<file path="src/rtl/crc32_pkg.sv">
// crc32_pkg: Ethernet CRC32 constants, sequencer state type and the 8-bit next-state function
package crc32_pkg;
  // Reflected form of 0x04C11DB7, since bytes go out LSB first
  localparam logic [31:0] CRC_POLY     = 32'hEDB8_8320;
  localparam logic [31:0] CRC_INIT_DEF = 32'hFFFF_FFFF;
  localparam logic [31:0] CRC_RESIDUE  = 32'hC704_DD7B;
  typedef enum logic [1:0] {IDLE, RUN, OPEN, FIN} state_t;
  function automatic logic [31:0] crc32_step8(input logic [31:0] crc, input logic [7:0] d);
    logic [31:0] c;
    c = crc ^ {24'd0, d};
    for (int i = 0; i < 8; i++) c = c[0] ? (c >> 1) ^ CRC_POLY : c >> 1;
    return c;
  endfunction
endpackage

</file>
<file path="src/rtl/crc32_d16_step.sv">
// crc32_d16_step: combinational CRC32 next-state over 16 data bits, low byte first
module crc32_d16_step import crc32_pkg::*; (
  input  logic [15:0] data_in,
  input  logic [31:0] crc_in,
  output logic [31:0] crc_out
);
  always_comb begin
    crc_out = crc_in ^ {16'd0, data_in};
    for (int i = 0; i < 16; i++) crc_out = crc_out[0] ? (crc_out >> 1) ^ CRC_POLY : crc_out >> 1;
  end
endmodule

</file>
<file path="src/rtl/crc32_fcs_seq.sv">
// crc32_fcs_seq: slices framed beats into 16/8-bit CRC32 steps and emits the inverted FCS.
// Optional CRC_CHECK_EN adds fcs_ok, the RX residue check registered with fcs_valid.
module crc32_fcs_seq import crc32_pkg::*; #(
  parameter int DATA_W = 64,
  parameter logic [31:0] CRC_INIT = CRC_INIT_DEF,
  parameter logic [31:0] XOR_OUT = 32'hFFFF_FFFF,
  localparam int SLICES = DATA_W / 16,
  localparam int BW = $clog2(DATA_W / 8) + 1,
  localparam int IW = $clog2(SLICES)
) (
  input  logic              clk,
  input  logic              rst,
  input  logic              in_valid,
  output logic              in_ready,
  input  logic [DATA_W-1:0] in_data,
  input  logic              in_sop,
  input  logic              in_eop,
  input  logic [BW-1:0]     in_bytes,
  output logic              fcs_valid,
  output logic [31:0]       fcs_data,
  output logic              busy,
  output logic              err_sop
`ifdef CRC_CHECK_EN
  ,
  output logic              fcs_ok
`endif
);
  state_t state_q, state_d;
  logic [31:0] crc_q, crc_d, fcs_q, fcs_d, c16, step;
  logic [DATA_W-1:0] data_q, data_d;
  logic [IW-1:0] idx_q, idx_d, lst_q, lst_d;
  logic eop_q, eop_d, odd_q, odd_d, err_q, err_d, acc, last;
  logic [BW-1:0] nb;
  logic [15:0] slice;
`ifdef CRC_CHECK_EN
  logic ok_q, ok_d;
  logic [31:0] rev;
  assign fcs_ok = ok_q;
`endif
  crc32_d16_step u_step (.data_in(slice), .crc_in(crc_q), .crc_out(c16));
  always_comb begin
    nb = in_bytes == '0 ? BW'(DATA_W / 8) : in_bytes;
    slice = 16'(data_q >> {idx_q, 4'd0});
    last = idx_q == lst_q;
    step = eop_q && odd_q && last ? crc32_step8(crc_q, slice[7:0]) : c16;
    acc = in_valid && in_ready;
  end
  always_ff @(posedge clk or negedge rst) begin
    if (!rst) begin
      state_q <= IDLE;
      crc_q <= CRC_INIT;
      idx_q <= '0;
      lst_q <= '0;
      data_q <= '0;
      eop_q <= 1'b0;
      odd_q <= 1'b0;
      fcs_q <= '0;
      err_q <= 1'b0;
`ifdef CRC_CHECK_EN
      ok_q <= 1'b0;
`endif
    end else begin
      state_q <= state_d;
      crc_q <= crc_d;
      idx_q <= idx_d;
      lst_q <= lst_d;
      data_q <= data_d;
      eop_q <= eop_d;
      odd_q <= odd_d;
      fcs_q <= fcs_d;
      err_q <= err_d;
`ifdef CRC_CHECK_EN
      ok_q <= ok_d;
`endif
    end
  end
  always_comb begin
    state_d = state_q;
    crc_d = crc_q;
    idx_d = idx_q;
    fcs_d = fcs_q;
    err_d = 1'b0;
    data_d = acc ? in_data : data_q;
    eop_d = acc ? in_eop : eop_q;
    odd_d = acc ? in_eop && nb[0] : odd_q;
    lst_d = !acc ? lst_q : in_eop ? IW'((nb - 1'b1) >> 1) : IW'(SLICES - 1);
`ifdef CRC_CHECK_EN
    rev = {<<{step}};
    ok_d = ok_q;
`endif
    if (acc) idx_d = '0;
    case (state_q)
      RUN: begin
        crc_d = step;
        if (!last) idx_d = idx_q + 1'b1;
        else if (eop_q) begin
          state_d = FIN;
          fcs_d = step ^ XOR_OUT;
`ifdef CRC_CHECK_EN
          ok_d = rev == CRC_RESIDUE;
`endif
        end else if (!acc) state_d = OPEN;
        else if (in_sop) begin
          err_d = 1'b1;
          crc_d = CRC_INIT;
        end
      end
      OPEN: begin
        state_d = acc ? RUN : OPEN;
        err_d = acc && in_sop;
        crc_d = acc && in_sop ? CRC_INIT : crc_q;
      end
      default: begin
        state_d = acc && in_sop ? RUN : IDLE;
        crc_d = acc && in_sop ? CRC_INIT : crc_q;
        err_d = acc && !in_sop;
      end
    endcase
  end
  always_comb begin
    in_ready = state_q == RUN ? last && !eop_q : 1'b1;
    busy = state_q != IDLE;
    fcs_valid = state_q == FIN;
    fcs_data = fcs_q;
    err_sop = err_q;
  end
endmodule

</file>
<file path="config.mk">
export PLATFORM = sky130hd
export DESIGN_NAME = crc32_fcs_seq
export DESIGN_NICKNAME = d
export VERILOG_FILES = /design/src/rtl/crc32_pkg.sv /design/src/rtl/crc32_d16_step.sv /design/src/rtl/crc32_fcs_seq.sv
export SDC_FILE = /design/constraint.sdc
export NUM_CORES = 1
export LEC_CHECK = 0
export BUFFER_PORTS_ARGS = -buffer_cell sky130_fd_sc_hd__buf_4
export CELL_PAD_IN_SITES_DETAIL_PLACEMENT = 2
export CELL_PAD_IN_SITES_GLOBAL_PLACEMENT = 2
export CORE_MARGIN = 5
export CORE_UTILIZATION = 40
export DETAILED_ROUTE_END_ITERATION = 10
export PLACE_DENSITY = 0.87
export SYNTH_ARGS = -nofsm -noshare
export SYNTH_HDL_FRONTEND = slang
export SYNTH_SLANG_ARGS = --single-unit
</file>
<file path="constraint.sdc">
create_clock -name clk -period 5.9 [get_ports clk]
set_input_delay 1.18 -clock clk [delete_from_list [all_inputs] [get_ports clk]]
set_output_delay 1.18 -clock clk [all_outputs]
set_load 0.01 [all_outputs]
</file>
==> After elaboration in Yosys (flattened, before gate mapping) <==
Cells that the tools add are included.
{ "classes": {"n_addsub": 2, "mul": 0, "n_div": 0, "n_lt_le_gt_ge": 0, "eq_ne": 6, "shift": 1, "muxes": 48, "bitwise_logic": 27, "reduce_logical": 14} }
{ "ops": {"columns": ["op", "n"], "rows": [
  ["32-bit two-way mux", 31],
  ["13-bit NOT with 14-bit output", 24],
  ["64-bit by 6-bit right shift with 16-bit output", 1],
  ["32-bit NOT", 1],
  ["32-bit by 16-bit bitwise XOR with 32-bit output", 1],
  ["32-bit by 8-bit bitwise XOR with 32-bit output", 1],
  ["2-bit two-way mux", 8],
  ["1-bit logical AND", 7],
  ["1-bit two-way mux", 6],
  ["2-bit == test (second input constant)", 2],
  ["4-bit logical NOT", 1],
  ["2-bit one-hot mux with 2 select lines", 1],
  ["2-bit nonzero test", 2],
  ["3-bit two-way mux", 1],
  ["3-bit != test (second input constant)", 1],
  ["3-bit AND reduction", 1],
  ["3-bit by 1-bit subtractor with 3-bit output (second input constant)", 1],
  ["2-bit by 1-bit adder with 2-bit output (second input constant)", 1],
  ["2-bit by 1-bit == test with 1-bit output (second input constant)", 1],
  ["2-bit == test", 1],
  ["1-bit logical NOT", 2],
  ["2-bit != test (second input constant)", 1],
  ["1-bit one-hot mux with 2 select lines", 1],
  ["2-bit AND reduction", 1]
]} }
{ "totals": {"reg_bits": 137, "latch_bits": 0, "mem_bits_rw": 0, "mem_bits_ro": 0, "output_inout_bits": 36, "mem_count": 0} }

==> Logic depth before layout (Yosys ltp) <==
{ "depth": {"depth_word": 40, "ltp_mapped": 11, "ltp_nobuf": 8} }

==> Hierarchy <==
From an unflattened synthesis, not the netlist that was laid out.
{ "unflattened": {"cells_unflattened": 792, "hier_area_um2": 8299.2} }
{ "modules_own_cells": {"columns": ["mod", "n_inst", "cells_per_inst", "area_per_inst_um2", "seq_area_each_um2"], "rows": [
  ["crc32_fcs_seq", 1, 656, 6703.9, 3468.3],
  ["crc32_d16_step", 1, 136, 1595.3, 0.0]
]} }

==> Worst setup path before layout <==
Ideal clock, no wire load.
{ "synth_path": {"kind": "register to register", "start": "register idx_q[0]", "end": "register fcs_q[18], in the netlist fcs_data[18]", "setup_time_ns": 0.126, "arrival_time_ns": 3.258, "required_ns": 5.774, "setup_slack_ns": 2.516, "stages_incl_launch_ff": 10, "path_buffers": 1, "period_less_slack_ns": 3.384, "cell_sequence": "dfrtp_1 buf_6 mux4_2 xnor2_2 xor3_1 xnor2_1 xnor2_2 xnor2_2 xnor2_1 a221o_1"} }
{ "synth_via": {"elab_chain_cells": 29, "word_cells_on_any_way": 51, "cone_classes": "eq/ne: 1; shift: 1; mux: 25; bitwise: 22; reduce/logical: 2"} }
{ "synth_rtl": {"columns": ["item", "line_no", "source"], "rows": [
  ["start, declared", "crc32_fcs_seq.sv:31", "logic [IW-1:0] idx_q, idx_d, lst_q, lst_d;"],
  ["start signal, assigned", "crc32_fcs_seq.sv:65", "idx_q <= idx_d;"],
  ["64-bit by 6-bit right shift with 16-bit output", "crc32_fcs_seq.sv:43", "slice = 16'(data_q >> {idx_q, 4'd0});"],
  ["32-bit by 16-bit bitwise XOR with 32-bit output", "crc32_d16_step.sv:8", "crc_out = crc_in ^ {16'd0, data_in};"],
  ["32-bit two-way mux (3 in a row)", "crc32_d16_step.sv:9", "for (int i = 0; i < 16; i++) crc_out = crc_out[0] ? (crc_out >> 1) ^ CRC_POLY : crc_out >> 1;"],
  ["13-bit NOT with 14-bit output (no line)", null, null],
  ["32-bit two-way mux", "crc32_d16_step.sv:9", null],
  ["13-bit NOT with 14-bit output (no line)", null, null],
  ["32-bit two-way mux (2 in a row)", "crc32_d16_step.sv:9", null],
  ["13-bit NOT with 14-bit output (no line)", null, null],
  ["[9 not listed]", null, null],
  ["13-bit NOT with 14-bit output (no line)", null, null],
  ["32-bit two-way mux", "crc32_d16_step.sv:9", null],
  ["13-bit NOT with 14-bit output (no line)", null, null],
  ["32-bit two-way mux", "crc32_d16_step.sv:9", null],
  ["13-bit NOT with 14-bit output (no line)", null, null],
  ["32-bit two-way mux (2 in a row)", "crc32_d16_step.sv:9", null],
  ["32-bit two-way mux", "crc32_fcs_seq.sv:45", "step = eop_q && odd_q && last ? crc32_step8(crc_q, slice[7:0]) : c16;"],
  ["32-bit NOT (no line)", null, null],
  ["end signal, assigned", "crc32_fcs_seq.sv:70", "fcs_q <= fcs_d;"],
  ["end, declared", "crc32_fcs_seq.sv:29", "logic [31:0] crc_q, crc_d, fcs_q, fcs_d, c16, step;"]
]} }
Parallel ways exist; a longest one is shown, timed or not.
A chain may end at the register's enable or synchronous reset.

==> Worst setup path in the final report <==
{ "layout_path": {"start": "register idx_q[0]", "end": "register fcs_q[19], in the netlist fcs_data[19]"} }
{ "layout_via": {"elab_chain_cells": 29, "word_cells_on_any_way": 54, "cone_classes": "eq/ne: 1; shift: 1; mux: 25; bitwise: 25; reduce/logical: 2"} }
{ "layout_rtl": {"columns": ["item", "line_no"], "rows": [
  ["64-bit by 6-bit right shift with 16-bit output", "crc32_fcs_seq.sv:43"],
  ["32-bit by 16-bit bitwise XOR with 32-bit output", "crc32_d16_step.sv:8"],
  ["32-bit two-way mux (4 in a row)", "crc32_d16_step.sv:9"],
  ["13-bit NOT with 14-bit output (no line)", null],
  ["32-bit two-way mux", "crc32_d16_step.sv:9"],
  ["13-bit NOT with 14-bit output (no line)", null],
  ["32-bit two-way mux (2 in a row)", "crc32_d16_step.sv:9"],
  ["13-bit NOT with 14-bit output (no line)", null],
  ["[9 not listed]", null],
  ["13-bit NOT with 14-bit output (no line)", null],
  ["32-bit two-way mux", "crc32_d16_step.sv:9"],
  ["13-bit NOT with 14-bit output (no line)", null],
  ["32-bit two-way mux", "crc32_d16_step.sv:9"],
  ["13-bit NOT with 14-bit output (no line)", null],
  ["32-bit two-way mux", "crc32_d16_step.sv:9"],
  ["32-bit two-way mux", "crc32_fcs_seq.sv:45"],
  ["32-bit NOT (no line)", null]
]} }
Parallel ways exist; a longest one is shown, timed or not.

==> impl_metrics.json <==
{
  "ios": 109,
  "syn2layout_area_growth_pct": 21.3,
  "hold_viol": 0,
  "num_antenna_cells": 0,
  "cts-resized-gates": 0,
  "clock_skew_ns": 0.0113,
  "ys_seq_elements": 137,
  "ant_nets": 0,
  "min_path_cells": 2,
  "whs_ns": 0.477,
  "start_util_pct": 40.7,
  "relSlewSlack_pct": 20.3,
  "core_area_mm2": 0.0195,
  "ys_seq_area_share_pct": 43.8,
  "dp_cells": 1131,
  "synth_most_common_cell": "nand2_1",
  "track_usage_pct": 26.5,
  "synthTopCellsByArea": "dfrtp_1 33%, nand2_1 11%, xnor2_1 11%",
  "crit_required_ns": 6.23,
  "cts_setup_buffers": 0,
  "grt_use_met3_pct": 5.63,
  "drv_slew": 0,
  "grt_pass1_vias": 7278,
  "wl_mm": 28.7,
  "cts_buffers": 17,
  "ctsRootBufferMaster": "clkbuf_16",
  "syn_nets": 864,
  "grt_util_met1_pct": 31.6,
  "cts_tree": "yes",
  "die_area_mm2": 0.0227,
  "synthFlopType": "dfrtp_1",
  "drv_cap": 0,
  "portBuffers": 108,
  "top_usage_layer": "met2",
  "via_per_inst": 5.38,
  "synthMuxAreaShare_pct": 5.52,
  "synth_compound_area_share_pct": 8.38,
  "dr.first_iter.drc_count": 384,
  "crit_path_start_kind": "flip-flop",
  "post-route-period-util_pct": 73.0,
  "yosysTopAreaCellShare_pct": 33.1,
  "rows": 51,
  "cts.clk_slew.worst_paths_ns": 0.07,
  "drc": 0,
  "htree_num_levels": 4,
  "grt_pass1_wl_mm": 44.5,
  "worstSkewPairLatency_ns": 0.44,
  "r2r.worst_path.cells": 9,
  "synthSimpleGateAreaFrac_pct": 14.6,
  "final-setup-viol-count": 0,
  "grt-ovfl-total": 0,
  "ys_warn_count": 0,
  "clock_sinks": 137,
  "max_freq_mhz": 232,
  "fin_crit_ns": 4.31,
  "first_pass_iters": 4,
  "status": "finished, final reports clean",
  "cp.arrival_ns": 4.64,
  "yosys.area_share.xor_xnor_pct": 24.6,
  "clockBufferDepth": 2,
  "worst_slew_pin_slew_ns": 1.19,
  "synthTopCellsByCount": "238 x nand2_1, 105 x dfrtp_1, 100 x xnor2_1, 49 x nor2_1, 41 x xor2_1",
  "globalplace.congestion": 0.941,
  "rsz0062_at_grt": "false",
  "synth_top_area_cell": "dfrtp_1",
  "wl_per_cell_um": 24.7,
  "grt_max_degree": 95,
  "async_reset_ff_share_pct": 100,
  "cp_max_fo": 16,
  "ys_types": 46,
  "synthAdderAreaFrac_pct": 0.789,
  "ctsHoldBuffers": 0,
  "final_nets": 963,
  "syn_area_mm2": 0.00793,
  "synth_top_family_by_area": "XOR/XNOR gates",
  "vias": 6259,
  "grt.met2_usage_pct": 46.3,
  "syn_inst": 786,
  "finalNonFillerCells": 1163,
  "synth-edff-count": 0,
  "hold_path.class": "flip-flop to flip-flop",
  "critPathKind": "flip-flop to flip-flop",
  "utilization_pct": 49.4,
  "drive_gt1_share_pct": 25.6,
  "die_h_um": 151,
  "avgSynthCellArea_um2": 10.1,
  "tns_ns": 0,
  "hpwl_mm": 20.1,
  "cp-end-kind": "flip-flop",
  "antenna_found_initial": 1,
  "die_w_um": 151
}
==> final cells by class <==
type	count	area, um2
Clock buffer	18	429
Clock inverter	14	185
Fill cell	2032	9840
Inverter	7	26.3
Multi-Input combinational cell	603	4280
Sequential cell	137	3470
Tap cell	265	332
Timing Repair Buffer	119	897
==> metrics by stage <==
| stage | area [um2] | setup slack, ns |
|---|---|---|
| after floorplan | 7930 | 2.52 |
| after global placement | 9000 | 1.93 |
| after detailed placement | 9000 | 1.80 |
| after CTS | 9620 | 1.61 |
| after global routing | 9620 | 1.36 |
| final | 9620 | 1.59 |
==> path summary, 6_finish.rpt <==
kind                                  from           end  slack (ns)
worst max-delay path              idx_q[0]  fcs_data[19]        1.59
worst min-delay path            data_q[13]    data_q[13]        0.48
worst max register to register    idx_q[0]  fcs_data[19]        1.59
worst min register to register  data_q[13]    data_q[13]        0.48
max in group asynchronous              rst      crc_q[3]        4.01
min in group asynchronous              rst   fcs_data[2]        0.78
==> placed cells by master (no fill, tap or decap), types with 3 or more instances in the layout <==
master and instances:
o22a_1 8, xor2_4 4, bufinv_16 3, xnor2_4 4, o21ai_0 25, nor2_1 49, and3_1 3, xnor2_1 100
and2_1 3, inv_1 7, a211oi_1 4, o22ai_1 7, mux2_2 4, dfrtp_1 105, dfstp_2 32, buf_4 118
inv_6 4, ha_1 5, nand2_1 237, a31oi_1 4, xor2_2 4, nand3_1 3, a221o_1 7, xor2_1 41
clkbuf_16 17, xor3_1 3, xnor3_1 7, a21oi_1 25, a221oi_1 5, mux4_2 17, xnor2_2 11
==> cell families after synthesis <==
group           Yosys count
simple gates            300
buf+inv                  46
mux                      22
fa+ha+maj                 5
flops                   137
xor+xnor                175
compound gates          101
==> metal layers <==
metal / wire length, um / part of all wire, %
met1: 11400 / 40
met2: 14700 / 51
met3: 1570 / 5.5
met4: 1020 / 3.6
met5: 13 / 0.045
==> sequential cells by signal (all words and copies together), names as in the netlist <==
name	count
eop_q	1
odd_q	1
err_sop	1
crc_q	32
state_q	2
fcs_data	32
data_q	64
lst_q	2
idx_q	2
==> critical path, stage by stage, from the launching register on <==
cell	delay [ns]
dfrtp_1	0.53
buf_4	0.39
mux4_2	0.65
xnor3_1	0.31
xor2_1	0.66
xor3_2	0.59
xnor2_1	0.48
xnor2_1	0.17
xnor2_1	0.17
o311ai_1	0.24
Power is left out: the tool's default activity adds up to more than one toggle a clock period on the data nets, which glitch-free logic cannot reach.
